==> config.mk <==
export PLATFORM = sky130hd
export DESIGN_NAME = multiplexador_arbitrado
export DESIGN_NICKNAME = d
export VERILOG_FILES = /design/src/rtl/multiplexador_arbitrado.sv
export SDC_FILE = /design/constraint.sdc
export NUM_CORES = 1
export LEC_CHECK = 0
export CAP_MARGIN = 20
export CORE_AREA = 2 2 81 99
export DETAILED_ROUTE_END_ITERATION = 10
export DIE_AREA = 0 0 83 101
export GPL_ROUTABILITY_DRIVEN = 1
export MAX_ROUTING_LAYER = met4
export PLACE_DENSITY = 0.83
export SLEW_MARGIN = 20
export SYNTH_ARGS = -nofsm -noshare
export SYNTH_HDL_FRONTEND = slang
export SYNTH_SLANG_ARGS = --single-unit
export TNS_END_PERCENT = 100
==> constraint.sdc <==
create_clock -name clock -period 1.6 [get_ports clock]
set_input_delay 0.24 -clock clock [delete_from_list [all_inputs] [get_ports clock]]
set_output_delay 0.24 -clock clock [all_outputs]
set_load 0.02 [all_outputs]
==> src/rtl/multiplexador_arbitrado.sv <==
// multiplexador_arbitrado
// Selects one of CANAIS request channels and moves its word into a single
// registered output slot with a valid/ready handshake. The grant is made
// either by an external channel select (MODO=0) or by a round-robin
// arbiter (MODO=1). The slot reloads in the same cycle it drains, so a
// steady stream runs at one word per clock with one cycle of latency.

module multiplexador_arbitrado #(
    parameter int LARGURA = 16,
    parameter int CANAIS  = 8,
    parameter int MODO    = 0,
    localparam int SEL_W  = (CANAIS > 1) ? $clog2(CANAIS) : 1
) (
    input  logic                      clock,
    input  logic                      reset,
    input  logic [CANAIS*LARGURA-1:0] entradas,
    input  logic [CANAIS-1:0]         pedido,
    input  logic [SEL_W-1:0]          controle,
    output logic [CANAIS-1:0]         concedido,
    output logic [LARGURA-1:0]        saida,
    output logic                      saida_valida,
    input  logic                      saida_pronta,
    output logic [SEL_W-1:0]          canal_atual
);

    // Constant one at channel-vector width, used to isolate the lowest set bit.
    localparam logic [CANAIS-1:0] L_UM = {{(CANAIS-1){1'b0}}, 1'b1};

    // ------------------------------------------------------------------
    // Registered state
    // ------------------------------------------------------------------
    logic [LARGURA-1:0] r_saida;
    logic               r_valida;
    logic [SEL_W-1:0]   r_canal;
    logic [SEL_W-1:0]   r_ponteiro;

    // ------------------------------------------------------------------
    // Combinational grant path
    // ------------------------------------------------------------------
    logic               w_livre;
    logic [CANAIS-1:0]  w_sel_ctl;
    logic [CANAIS-1:0]  w_req_alto;
    logic [CANAIS-1:0]  w_pri_alto;
    logic [CANAIS-1:0]  w_pri_todos;
    logic [CANAIS-1:0]  w_sel_rr;
    logic [CANAIS-1:0]  w_concessao;
    logic               w_tem_concessao;
    logic [SEL_W-1:0]   w_idx;
    logic [SEL_W-1:0]   w_ptr_prox;
    logic [LARGURA-1:0] w_dado_sel;

    // The slot can take a new word when it is empty or being drained now.
    assign w_livre = !r_valida || saida_pronta;

    // Per-channel terms for both selection schemes.
    //  - w_sel_ctl: channel named by controle, only if it is requesting. A
    //    controle value beyond the last channel matches no bit, so it
    //    naturally produces no grant.
    //  - w_req_alto: requests at or above the round-robin pointer; these
    //    win over the wrapped-around requests below the pointer.
    generate
        for (genvar gi = 0; gi < CANAIS; gi++) begin : g_canal
            assign w_sel_ctl[gi]  = pedido[gi] && (controle == SEL_W'(gi));
            assign w_req_alto[gi] = pedido[gi] && (SEL_W'(gi) >= r_ponteiro);
        end
    endgenerate

    // Round-robin: lowest request at/above the pointer, otherwise the lowest
    // request overall (the wrap from CANAIS-1 back to 0).
    assign w_pri_alto  = w_req_alto & (~w_req_alto + L_UM);
    assign w_pri_todos = pedido & (~pedido + L_UM);
    assign w_sel_rr    = (|w_req_alto) ? w_pri_alto : w_pri_todos;

    // Grant only when the slot is free and not in reset.
    assign w_concessao     = (reset || !w_livre) ? '0
                           : ((MODO == 1) ? w_sel_rr : w_sel_ctl);
    assign w_tem_concessao = |w_concessao;
    assign concedido       = w_concessao;

    // Encode the one-hot grant into an index and pick that channel's data.
    always_comb begin
        w_idx      = '0;
        w_dado_sel = '0;
        for (int i = 0; i < CANAIS; i++) begin
            if (w_concessao[i]) begin
                w_idx      = SEL_W'(i);
                w_dado_sel = entradas[i*LARGURA +: LARGURA];
            end
        end
    end

    // Pointer moves to the channel after the one just granted, wrapping.
    assign w_ptr_prox = (w_idx == SEL_W'(CANAIS - 1)) ? '0 : (w_idx + SEL_W'(1));

    // ------------------------------------------------------------------
    // Sequential logic
    // ------------------------------------------------------------------

    // Output slot: load on grant, empty on drain without reload, else hold.
    always_ff @(posedge clock) begin
        if (reset) begin
            r_saida  <= '0;
            r_canal  <= '0;
            r_valida <= 1'b0;
        end else if (w_tem_concessao) begin
            r_saida  <= w_dado_sel;
            r_canal  <= w_idx;
            r_valida <= 1'b1;
        end else if (w_livre) begin
            r_valida <= 1'b0;
        end
    end

    // Round-robin pointer: advances only on a grant.
    always_ff @(posedge clock) begin
        if (reset) begin
            r_ponteiro <= '0;
        end else if (w_tem_concessao) begin
            r_ponteiro <= w_ptr_prox;
        end
    end

    assign saida        = r_saida;
    assign saida_valida = r_valida;
    assign canal_atual  = r_canal;

endmodule

Yosys cells after proc, flatten, opt, wreduce, memory -nomap -nowiden --
Index checks and enable logic that the tools add are counted.
Storage, ports and cells: register bits 20, output and inout port bits 28, word-level logic and storage cells 43
Cells by class: equality and inequality tests 7, muxes and demuxes 18, reductions and logical operators 15
Operators by type and width (count):
- 16-bit 2-to-1 mux | 8
- 3-bit 2-to-1 mux | 6
- 3-bit == test, second input constant | 4
- 1-bit logical AND | 8
- 8-bit 2-to-1 mux | 1
- 8-bit OR reduction | 1
- 3-bit by 2-bit == test with 1-bit output, second input constant | 2
- 3-bit by 1-bit == test with 1-bit output, second input constant | 1
- 3-bit zero test | 1
- 1-bit 2-to-1 mux | 3
- 1-bit zero test | 2
- 1-bit logical OR | 2
- 2-bit nonzero test | 1

Logic depth before layout (Yosys ltp) --
depth after elaboration 13, mapped depth 9, mapped depth without buffers 5

Worst setup path after synthesis --
Ideal clock, no wire load.
kind register to register, start point reg r_valida, in the netlist saida_valida, end point reg r_saida[14], in the netlist saida[14], setup time 0.141 ns, arrival 1.623 ns, required time 1.459 ns, slack -0.164 ns, cell stages (with the launch flop) 8, buffers on the path 2, cell sequence dfxtp_1 -> nand2b_1 -> nand2b_1 -> clkbuf_1 -> buf_2 -> o32ai_1 -> a221oi_1 -> nor3_2
On the way: word-level cells in the longest chain between the ends 13
RTL lines:
- from (decl) | line 33 | logic r_valida;
- from (signal assigned) | line 104 | r_valida <= 1'b0;
- from (signal assigned) | line 108 | r_valida <= 1'b1;
- from (signal assigned) | line 110 | r_valida <= 1'b0;
- 1-bit zero test (*) | line 53 | assign w_livre = !r_valida || saida_pronta;
- 1-bit logical OR (*) | line 53
- 1-bit zero test (*) | line 75 | assign w_concessao = (reset || !w_livre) ? '0
- 1-bit logical OR (*) | line 75
- 8-bit 2-to-1 mux (*) | line 75
- 16-bit 2-to-1 mux (8 in a row) | line 85 | if (w_concessao[i]) begin
- to (signal assigned) | line 106 | r_saida <= w_dado_sel;
- to (decl) | line 32 | logic [LARGURA-1:0] r_saida;
Mark *: on every way between the ends. The rest lies on a longest branch, timed or not. A chain may end at the register's enable or synchronous reset.

Final worst setup path --
start point in pedido[3], end point reg r_saida[11], in the netlist saida[11]
On the way: word-level cells in the longest chain between the ends 7
RTL lines:
- from (decl) | line 17 | input logic [CANAIS-1:0] pedido,
- 1-bit logical AND (*) | line 63 | assign w_sel_ctl[gi] = pedido[gi] && (controle == SEL_W'(gi));
- 8-bit 2-to-1 mux (*) | line 75
- 16-bit 2-to-1 mux (5 in a row) | line 85
Marked as above.

==> results.cfg <==
[status]
status = complete, but fails checks
violations = setup timing

[drt]
drt-wirelength-per-cell_um = 22.7
m1WireLength_um = 5050
wl_um = 14300
vias = 3925
vias_per_cell = 6.23
drt_iter0_markers = 256
detail-route-antenna-nets = 0
drtPass1Iterations = 7
wl_met3_um = 1180
drc = 0
met2_wirelength_um = 7340
top_layer_used = met4

[setup_path]
worst_setup_path_start_kind = input pin
worstPathMaxFanout = 7
r2r-start = saida_valida$_SDFFE_PP0P_
reg2reg_to = saida[11]$_SDFFE_PP0P_
critPathKind = input pin to register
crit_arrival_ps = 1790
rr_worst_depth = 6
critPathRequiredTime_ps = 1750
end_kind = register
reg2reg_slack_ps = 30

[clocking]
clock_path_buffers = 2
clk_pin_slew_ps = 80
cts_buffers = 3
tritoncts = done
cts_root_buffer = clkbuf_8
clk_latency_ps = 270
cts_max_level = 1
clock_sinks = 20

[logic_synthesis]
synth_cell_type_count = 56
synth_flop_cell = dfxtp_1
synthTopCellsByCount = nor2_1, a21oi_1, a221oi_1, dfxtp_1, nand2_1
synth_seq_cells = 20
syn_nets = 439
synth_top_cell_area_share_pct = 17.3
async_reset_ff_share_pct = 0
ys_warn_count = 0
syn_inst = 297
synthTopCellsByArea = dfxtp_1, a221oi_1, nor2_1
synth_top_cell_by_area = dfxtp_1
synth-edff-count = 0
syn_area_sq_um = 2320
yosysMostFrequentCell = nor2_1
syn_avg_cell_area_sq_um = 7.80
synth-seq-area-share_pct = 17.3

[layout]
post_layout_nonfiller_instances = 630
final_util_pct = 75.2
drive_above_1_share_pct = 39.8
area_growth_pct = 143
insertedDiodeCount = 0
nets = 681

[grt]
grt_pass1_wl_um = 20800
grt_pass1_vias = 4099
grt.overflow.total = 0
grt_max_degree = 19
grtUsageTotal_pct = 31.9
antenna_found_initial = 0

[floorplan]
dieArea_sq_um = 8380
core_sq_um = 7490
ios = 170
num_rows = 35
fp.dieH_um = 101
start_util_pct = 30.9
chipWidth_um = 83

[timing]
whs_ps = 456
slew_headroom_pct = 74.8
hold_viol_final = 0
max_freq_mhz = 609
grt_setup_unrepaired = true
fin_skew_ps = 6.20
worst_slack_ps = -40.9
finalCritPeriodShare_pct = 103
period_needed_ps = 1640
setup_viol = 2
drv_slew = 0
fin_setup_tns_ps = -60.5
tightest_slew_ps = 378

[hold_path]
holdPathEnd = saida[0]$_SDFFE_PP0P_
min_path_type = register to register
holdCritStartpoint = saida[0]$_SDFFE_PP0P_
holdPathStages = 2

[pwr]
pwr_density_cell_nw_per_um2 = 454
power_leakage_uw = 0.00217
power_uw = 2560
max-vdd-ir-drop_uv = 389

[placed_design]
dp_cells = 599
gp_congestion = 0.915
hpwl_um = 8920
io_buffers = 169

[job]
max_cap_viol_count = 0
## flip-flops by register name, summed over array words and instances (netlist names)
signal	count
saida	16
canal_atual	3
saida_valida	1
## critical path: stages
cell and delay [ps]:
dlygate4sd2_1 250, and2_1 190, buf_6 160, o32a_4 410, and4_4 290, nor2_2 160, nor3_2 80
## stage by stage
stage	cell area, sq um	setup WS, ps
after CTS	5330	-19.6
final	5630	-40.9
after global routing	5630	-73.2
after detailed placement	4580	-686
after global placement	4580	-619
after floorplan	2330	-35.5
## cells in the final DEF (no fill, tap or decap), drive strengths merged, types with 5 or more instances in the layout
cell and n:
o21ai 13, clkdlybuf4s50 148, a211oi 5, dlygate4sd2 6, nand2b 7, clkbuf 11
nand2 18, dfxtp 20, o32ai 10, a21oi 27, a22oi 5, o22ai 16
nor2 37, a221oi 24, a21o 11, buf 103, a221o 10, nor3 10
## final cells by class
type / count / area [sq um]
repair buffers: 266 / 2690
multi-input cells: 247 / 2370
fillers: 489 / 1850
flip-flops and latches: 20 / 402
well taps: 92 / 115
clock buffers: 4 / 55.1
inverters: 1 / 6.26
## cell families (layout without fill, tap and decap cells)
group                  count (synthesis)  count (layout)  share of synthesized area (%)
multiplexers                           3               3                           2.76
flip-flops                            20              20                           17.3
AND/OR/NAND/NOR                       99             101                           25.6
AO/OA/AOI/OAI                        143             143                           45.9
buffers and inverters                 32             271                           8.54
## where the power goes
part	leakage (uW)	switching, uW	total [uW]	internal [uW]
clock network	0.0000288	189	409	220
logic	0.00198	689	1570	885
registers	0.000165	32.2	575	543
## routing by layer
metal / vias to the layer above / global-route usage [%]
li1: 1702 / -
met1: 1893 / 34.1
met2: 260 / 55.9
met3: 70 / 6.31
met4: 0 / 16.8
met5: - / -
## how the worst max path moves through the flow
stage | startpoint | end | slack [ps] | cells after the start
CTS | controle[0] | saida[3]$_SDFFE_PP0P_ | -20 | 8
finish | pedido[3] | saida[11]$_SDFFE_PP0P_ | -40 | 7
floorplan | controle[2] | saida[12]$_SDFFE_PP0P_ | -40 | 7
global placement | controle[1] | saida[11]$_SDFFE_PP0P_ | -620 | 9
detailed placement | controle[1] | saida[12]$_SDFFE_PP0P_ | -690 | 9
global route | controle[1] | saida[7]$_SDFFE_PP0P_ | -70 | 8
## repair_timing
| action | CTS | global route |
|---|---|---|
| gates cloned | 7 | 4 |
| pin swaps | 33 | 22 |
| hold buffers | 0 | 0 |
| resized for setup | 153 | 49 |
| setup buffers | 11 | 6 |
| endpoints found under the hold margin | 0 | 0 |
| setup endpoints to repair | 28 | 18 |
Note: power is estimated with default switching activity, not from simulation.
